<file path="config.mk">
export PLATFORM = sky130hd
export DESIGN_NAME = noc_mem_responder
export DESIGN_NICKNAME = d
export VERILOG_FILES = /design/src/rtl/noc_mem_responder.sv
export SDC_FILE = /design/constraint.sdc
export NUM_CORES = 1
export LEC_CHECK = 0
export ABC_AREA = 1
export BUFFER_PORTS_ARGS = -buffer_cell sky130_fd_sc_hd__buf_2
export CAP_MARGIN = 15
export CORE_MARGIN = 1.5
export CORE_UTILIZATION = 64
export DETAILED_ROUTE_END_ITERATION = 16
export PLACE_DENSITY = 0.83
export SLEW_MARGIN = 20
export SYNTH_ARGS = -nofsm -noshare
export SYNTH_HDL_FRONTEND = slang
export SYNTH_SLANG_ARGS = --single-unit
</file>
<file path="constraint.sdc">
create_clock -name clk -period 7.95 [get_ports clk]
set_input_delay 1.59 -clock clk [delete_from_list [all_inputs] [get_ports clk]]
set_output_delay 1.59 -clock clk [all_outputs]
set_load 0.1 [all_outputs]
</file>
<file path="src/rtl/noc_mem_responder.sv">
// noc_mem_responder
//   Responder side of the remote data-memory path of a NoC node. Requests
//   reassembled by the packet collector are queued in a small FIFO and
//   executed one at a time on port 2 of the local RAM. Each request yields
//   exactly one response, returned in request order to the requesting node
//   with the same packet ID. Sub-word stores are done as read-modify-write.
//
// Ports
//   clk, rst          clock, synchronous active-high reset
//   req_valid/ready   request handshake from the collector (ready = !full)
//   req_packet        {we, sz[1:0], addr, wdata}
//   req_src, req_id   requesting node and packet ID
//   ram_addr/wdata/we RAM port-2 address, write data, write strobe
//   ram_rdata         RAM port-2 read data, one cycle after the address
//   resp_valid/ready  response handshake towards the splitter
//   resp_packet       {status[1:0], rdata}; status 00 read, 01 write, 10 error
//   resp_dest, resp_id destination node and echoed packet ID
//
// State table
//   IDLE | wait for a queued request, pop and latch it
//   RD   | present the address to the RAM
//   CAP  | capture read data; finish a read or build the merged byte write
//   WR   | single-cycle RAM write
//   RESP | hold the response until the splitter accepts it

module noc_mem_responder #(
  parameter int NODE_COUNT      = 9,
  parameter int PACKET_ID_WIDTH = 5,
  parameter int WORD            = 16,
  parameter int SIZE            = 256,
  parameter int QUEUE_DEPTH     = 8,
  localparam int NODE_W = $clog2(NODE_COUNT),
  localparam int ADDR_W = $clog2(SIZE),
  localparam int REQ_W  = 3 + ADDR_W + WORD,
  localparam int RSP_W  = 2 + WORD
) (
  input  logic                       clk,
  input  logic                       rst,
  input  logic                       req_valid,
  output logic                       req_ready,
  input  logic [REQ_W-1:0]           req_packet,
  input  logic [NODE_W-1:0]          req_src,
  input  logic [PACKET_ID_WIDTH-1:0] req_id,
  output logic [ADDR_W-1:0]          ram_addr,
  output logic [WORD-1:0]            ram_wdata,
  output logic                       ram_we,
  input  logic [WORD-1:0]            ram_rdata,
  output logic                       resp_valid,
  input  logic                       resp_ready,
  output logic [RSP_W-1:0]           resp_packet,
  output logic [NODE_W-1:0]          resp_dest,
  output logic [PACKET_ID_WIDTH-1:0] resp_id
);

  localparam int ENT_W = REQ_W + NODE_W + PACKET_ID_WIDTH;
  localparam int PTR_W = $clog2(QUEUE_DEPTH);
  localparam int CNT_W = $clog2(QUEUE_DEPTH + 1);

  typedef enum logic [2:0] {
    S_IDLE,
    S_RD,
    S_CAP,
    S_WR,
    S_RESP
  } state_t;

  state_t state, state_nxt;

  // ---------------------------------------------------------------- FIFO
  logic [ENT_W-1:0] fifo_mem [QUEUE_DEPTH];
  logic [PTR_W-1:0] wr_ptr, rd_ptr;
  logic [CNT_W-1:0] count;
  logic             full, empty, push, pop;

  assign full      = (count == CNT_W'(QUEUE_DEPTH));
  assign empty     = (count == '0);
  assign req_ready = !full;
  assign push      = req_valid && !full;

  always_ff @(posedge clk) begin
    if (push) fifo_mem[wr_ptr] <= {req_packet, req_src, req_id};
  end

  always_ff @(posedge clk) begin
    if (rst) begin
      wr_ptr <= '0;
      rd_ptr <= '0;
      count  <= '0;
    end else begin
      if (push) wr_ptr <= wr_ptr + PTR_W'(1);
      if (pop)  rd_ptr <= rd_ptr + PTR_W'(1);
      case ({push, pop})
        2'b10:   count <= count + CNT_W'(1);
        2'b01:   count <= count - CNT_W'(1);
        default: count <= count;
      endcase
    end
  end

  // Head-of-queue fields
  logic [ENT_W-1:0]           head;
  logic [REQ_W-1:0]           head_pkt;
  logic [NODE_W-1:0]          head_src;
  logic [PACKET_ID_WIDTH-1:0] head_id;
  logic                       head_we;
  logic [1:0]                 head_sz;
  logic [ADDR_W-1:0]          head_addr;
  logic [WORD-1:0]            head_wdata;

  assign head       = fifo_mem[rd_ptr];
  assign head_pkt   = head[ENT_W-1 -: REQ_W];
  assign head_src   = head[PACKET_ID_WIDTH +: NODE_W];
  assign head_id    = head[PACKET_ID_WIDTH-1:0];
  assign head_we    = head_pkt[REQ_W-1];
  assign head_sz    = head_pkt[REQ_W-2 -: 2];
  assign head_addr  = head_pkt[WORD +: ADDR_W];
  assign head_wdata = head_pkt[WORD-1:0];

  // ----------------------------------------------------------------- FSM
  logic       w_we;
  logic [1:0] w_sz;
  logic [7:0] w_wbyte;

  always_ff @(posedge clk) begin
    if (rst) state <= S_IDLE;
    else     state <= state_nxt;
  end

  always_comb begin
    state_nxt = state;
    pop       = 1'b0;
    case (state)
      S_IDLE: begin
        if (!empty) begin
          pop = 1'b1;
          if (head_sz == 2'b11)                 state_nxt = S_RESP;
          else if (head_we && head_sz == 2'b10) state_nxt = S_WR;
          else                                  state_nxt = S_RD;
        end
      end
      S_RD:    state_nxt = S_CAP;
      S_CAP:   state_nxt = w_we ? S_WR : S_RESP;
      S_WR:    state_nxt = S_RESP;
      S_RESP:  if (resp_ready) state_nxt = S_IDLE;
      default: state_nxt = S_IDLE;
    endcase
  end

  assign ram_we     = (state == S_WR);
  assign resp_valid = (state == S_RESP);

  // Read lane select and byte merge, both from the word captured in CAP.
  // Byte lanes are the low two bytes of the word.
  logic [WORD-1:0] rd_sel, merged;

  always_comb begin
    rd_sel = ram_rdata;
    merged = ram_rdata;
    case (w_sz)
      2'b00: begin
        rd_sel       = {{(WORD-8){1'b0}}, ram_rdata[7:0]};
        merged[7:0]  = w_wbyte;
      end
      2'b01: begin
        rd_sel       = {{(WORD-8){1'b0}}, ram_rdata[15:8]};
        merged[15:8] = w_wbyte;
      end
      default: ;
    endcase
  end

  // Datapath registers. ram_addr/ram_wdata only change on the way into RD
  // or WR, so they hold their last value in every other state.
  always_ff @(posedge clk) begin
    if (rst) begin
      ram_addr    <= '0;
      ram_wdata   <= '0;
      resp_packet <= '0;
      resp_dest   <= '0;
      resp_id     <= '0;
      w_we        <= 1'b0;
      w_sz        <= '0;
      w_wbyte     <= '0;
    end else begin
      case (state)
        S_IDLE: begin
          if (!empty) begin
            w_we      <= head_we;
            w_sz      <= head_sz;
            w_wbyte   <= head_wdata[7:0];
            resp_dest <= head_src;
            resp_id   <= head_id;
            if (head_sz == 2'b11) begin
              resp_packet <= {2'b10, {WORD{1'b0}}};
            end else begin
              ram_addr <= head_addr;
              if (head_we && head_sz == 2'b10) ram_wdata <= head_wdata;
            end
          end
        end
        S_CAP: begin
          if (w_we) ram_wdata   <= merged;
          else      resp_packet <= {2'b00, rd_sel};
        end
        S_WR:    resp_packet <= {2'b01, {WORD{1'b0}}};
        default: ;
      endcase
    end
  end

endmodule
</file>
==> results.cfg <==
[die]
die_area_um2 = 24000
ios = 110
chipHeight_um = 155
die_x_um = 155
fp.coreArea_um2 = 22600
initial_core_util = 0.654
rows = 55

[cells_and_area]
fin_nets = 1446
area_growth_pct = 12.4
final_layout_size_suffix_gt1_frac = 0.156
fillers = 1448

[synthesis]
synth_ff_type = edfxtp_1
synthArstFlopShare = 0
synth_area_um2 = 14800
ys_seq_area_frac = 0.690
ys_types = 38
synth-edff-count = 288
syn_inst = 1303
synth_area_per_cell_um2 = 11.4
synth-seq-cells = 366
ys_warn_count = 0
synth_nets = 1364

[sta]
setup-violations-final = 0
rsz0062_at_grt = no
period_needed_ns = 3.47
worstMarginPinSlew_ns = 1.09
fin_setup_tns_ns = 0
timing.fmax_ghz = 0.288
relSlewSlack = 0.272
slew_violations = 0
skew_ns = 0.0131
hold_viol = 0
period_share = 0.437

[placed_design]
gp_congestion = 0.859
dpl.hpwl_um = 19700
io_buffers = 109

[detailed_routing]
drcViolationCount = 0
via_count = 10500
wire_per_inst_um = 20.3
drt_iter0_drc = 1350
dr.pass1.iters = 5
via_per_inst = 6.16
antenna_left = 0
routed_wirelength_um = 34400

[clock_tree]
cts_hold_buf = 0
clk-insertion-delay-late_ns = 0.52
clockBufferDepth = 3
ctsResizeCount = 0
root_buffer = clkbuf_16
cts_tree = yes
htree_levels = 2
cts_made_buffers = 37
cts.sinks = 366
cts_setup_buffers = 0
cts.clk_slew.worst_paths_ns = 0.06

[critical_path]
crit_type = register to register
regToRegEndpoint = ram_addr[2]$_SDFFE_PP0P_
required_ns = 8.35
cp.arrival_ns = 3.87
end_kind = register
crit_path_start_kind = register
worst-path-max-fanout = 48
ff2ff_setup_slack_ns = 4.48
r2r.worst_path.cells = 10

[global_route]
grt-ovfl-total = 0
grt_max_degree = 81
first_global_vias = 9936
grt.total_usage = 0.287
grt_pass1_wl_um = 53200
antenna_found_initial = 4

[power]
p_per_area_nw_per_um2 = 389
power.leakage_nw = 6.11
peakVddDrop_mv = 0.264
total_power_mw = 6.47

[outcome]
status = finished clean

[min_path]
min_path_cells = 2
hold_path.class = register to register
hold_start = rd_ptr[2]$_SDFFE_PP0P_

[run]
maxCapViolations = 0
## how the worst max path moves through the flow
stage	end	start	slack, ns
2_1_floorplan	fifo_mem[0][0]$_DFFE_PP_	req_valid	4.00
3_3_place_gp	fifo_mem[0][25]$_DFFE_PP_	req_valid	4.34
3_5_place_dp	fifo_mem[4][15]$_DFFE_PP_	req_valid	4.29
4_1_cts	ram_we	state[1]$_SDFFE_PP0P_	4.51
5_1_grt	ram_wdata[10]$_SDFFE_PP0P_	register	4.27
6_report	ram_addr[2]$_SDFFE_PP0P_	register	4.48
## cells in the mapped netlist (2+ instances only)
cell type,n,area (um2)
a21oi_1,61,305
a31oi_1,2,12.5
buf_1,2,7.51
buf_2,24,120
buf_4,11,82.6
buf_6,6,67.6
clkbuf_1,37,139
dfxtp_1,78,1560
edfxtp_1,288,8650
ha_1,5,62.6
inv_1,56,210
inv_2,4,15.0
inv_4,2,12.5
nand2_1,135,507
nand2_2,4,25.0
nand2_4,3,33.8
nand3_1,36,180
nand3_4,2,35.0
nor2_1,229,860
nor2_2,7,43.8
nor2_4,3,33.8
nor3_1,15,75.1
o211ai_1,17,128
o21ai_0,183,916
o21ai_1,14,70.1
o21bai_1,2,15.0
o21bai_2,9,101
o221ai_1,29,254
o22ai_1,30,188
## sequential cells by signal, summed over array words and instances (netlist names), named ones only
| signal | count |
|---|---|
| fifo_mem | 288 |
| resp_packet | 18 |
| ram_wdata | 16 |
| ram_addr | 8 |
| w_wbyte | 8 |
| resp_id | 5 |
| count | 4 |
| resp_dest | 4 |
| rd_ptr | 3 |
| state | 3 |
| wr_ptr | 3 |
| w_sz | 2 |
| w_we | 1 |
## layer usage
layer	global-route usage	part of all wire	wire [um]
met3	0.0440	0.083	2850
met5	0	0.00038	13
met4	0.110	0.028	950
met1	0.389	0.40	13900
met2	0.474	0.49	16700
## stage by stage
| step | util | area, um2 | cells | hold slack, ns | setup WS [ns] |
|---|---|---|---|---|---|
| 6_report | 0.734 | 16600 | 1699 | 0.460 | 4.48 |
| 5_1_grt | 0.734 | 16600 | 1698 | 0.486 | 4.27 |
| 4_1_cts | 0.733 | 16600 | 1695 | 0.461 | 4.51 |
| 3_5_place_dp | 0.684 | 15500 | 1630 | 0.452 | 4.29 |
| 3_3_place_gp | 0.681 | 15400 | 1627 | 0.447 | 4.34 |
| 2_1_floorplan | - | 14800 | 1303 | 0.433 | 4.00 |
## layout make-up
type | instances | area [um2] | share of cell area
antenna | 3 | 7.51 | 0.000451
clock buffer | 51 | 1010 | 0.0606
clock inverter | 14 | 88.8 | 0.00534
inverter | 63 | 241 | 0.0145
multi-input combinational | 793 | 3980 | 0.239
sequential | 366 | 10200 | 0.614
tap | 285 | 357 | 0.0214
timing repair buffer | 124 | 731 | 0.0439
## cell families (layout without fill, tap and decap cells)
family,Yosys count,count (layout),share of synthesized area
AND/OR/NAND/NOR,437,437,0.124
flip-flops,366,366,0.690
AO/OA/AOI/OAI,349,349,0.135
buffers and inverters,144,252,0.0455
adder cells (fa/ha/maj),5,5,0.00423
XOR/XNOR,2,2,0.00118
other,0,3,0
## critical path, stage by stage, from the launching register on
cell and delay, ns:
dfxtp_2 0.31, buf_4 0.47, clkinv_1 1.03, nand2_2 0.40
nand2_4 0.10, nand2_1 0.07, nand2_1 0.12, nor2_4 0.22
inv_1 0.20, a21oi_1 0.31, nor2_1 0.06
## report_power, final
group | internal (mW) | total, mW | switching (mW)
logic | 0.554 | 2.46 | 1.91
clock network | 0.917 | 1.60 | 0.686
registers | 2.28 | 2.41 | 0.132
total | 3.75 | 6.47 | 2.73
## layout by cell type, fill, tap and decap left out, drive strengths merged
master | synthesis | layout
a211oi | 1 | 1
a21oi | 61 | 61
a31oi | 2 | 2
buf | 44 | 124
bufinv | 0 | 1
clkbuf | 37 | 51
clkinv | 1 | 13
clkinvlp | 0 | 1
dfxtp | 78 | 78
diode | 0 | 3
edfxtp | 288 | 288
ha | 5 | 5
inv | 62 | 62
nand2 | 142 | 142
nand3 | 39 | 39
nor2 | 239 | 239
nor3 | 16 | 16
nor3b | 1 | 1
o211ai | 17 | 17
o21ai | 197 | 197
o21bai | 11 | 11
o221ai | 29 | 29
o22ai | 30 | 30
o31ai | 1 | 1
xnor2 | 1 | 1
xor2 | 1 | 1
Power figures use the tool's default switching activity.
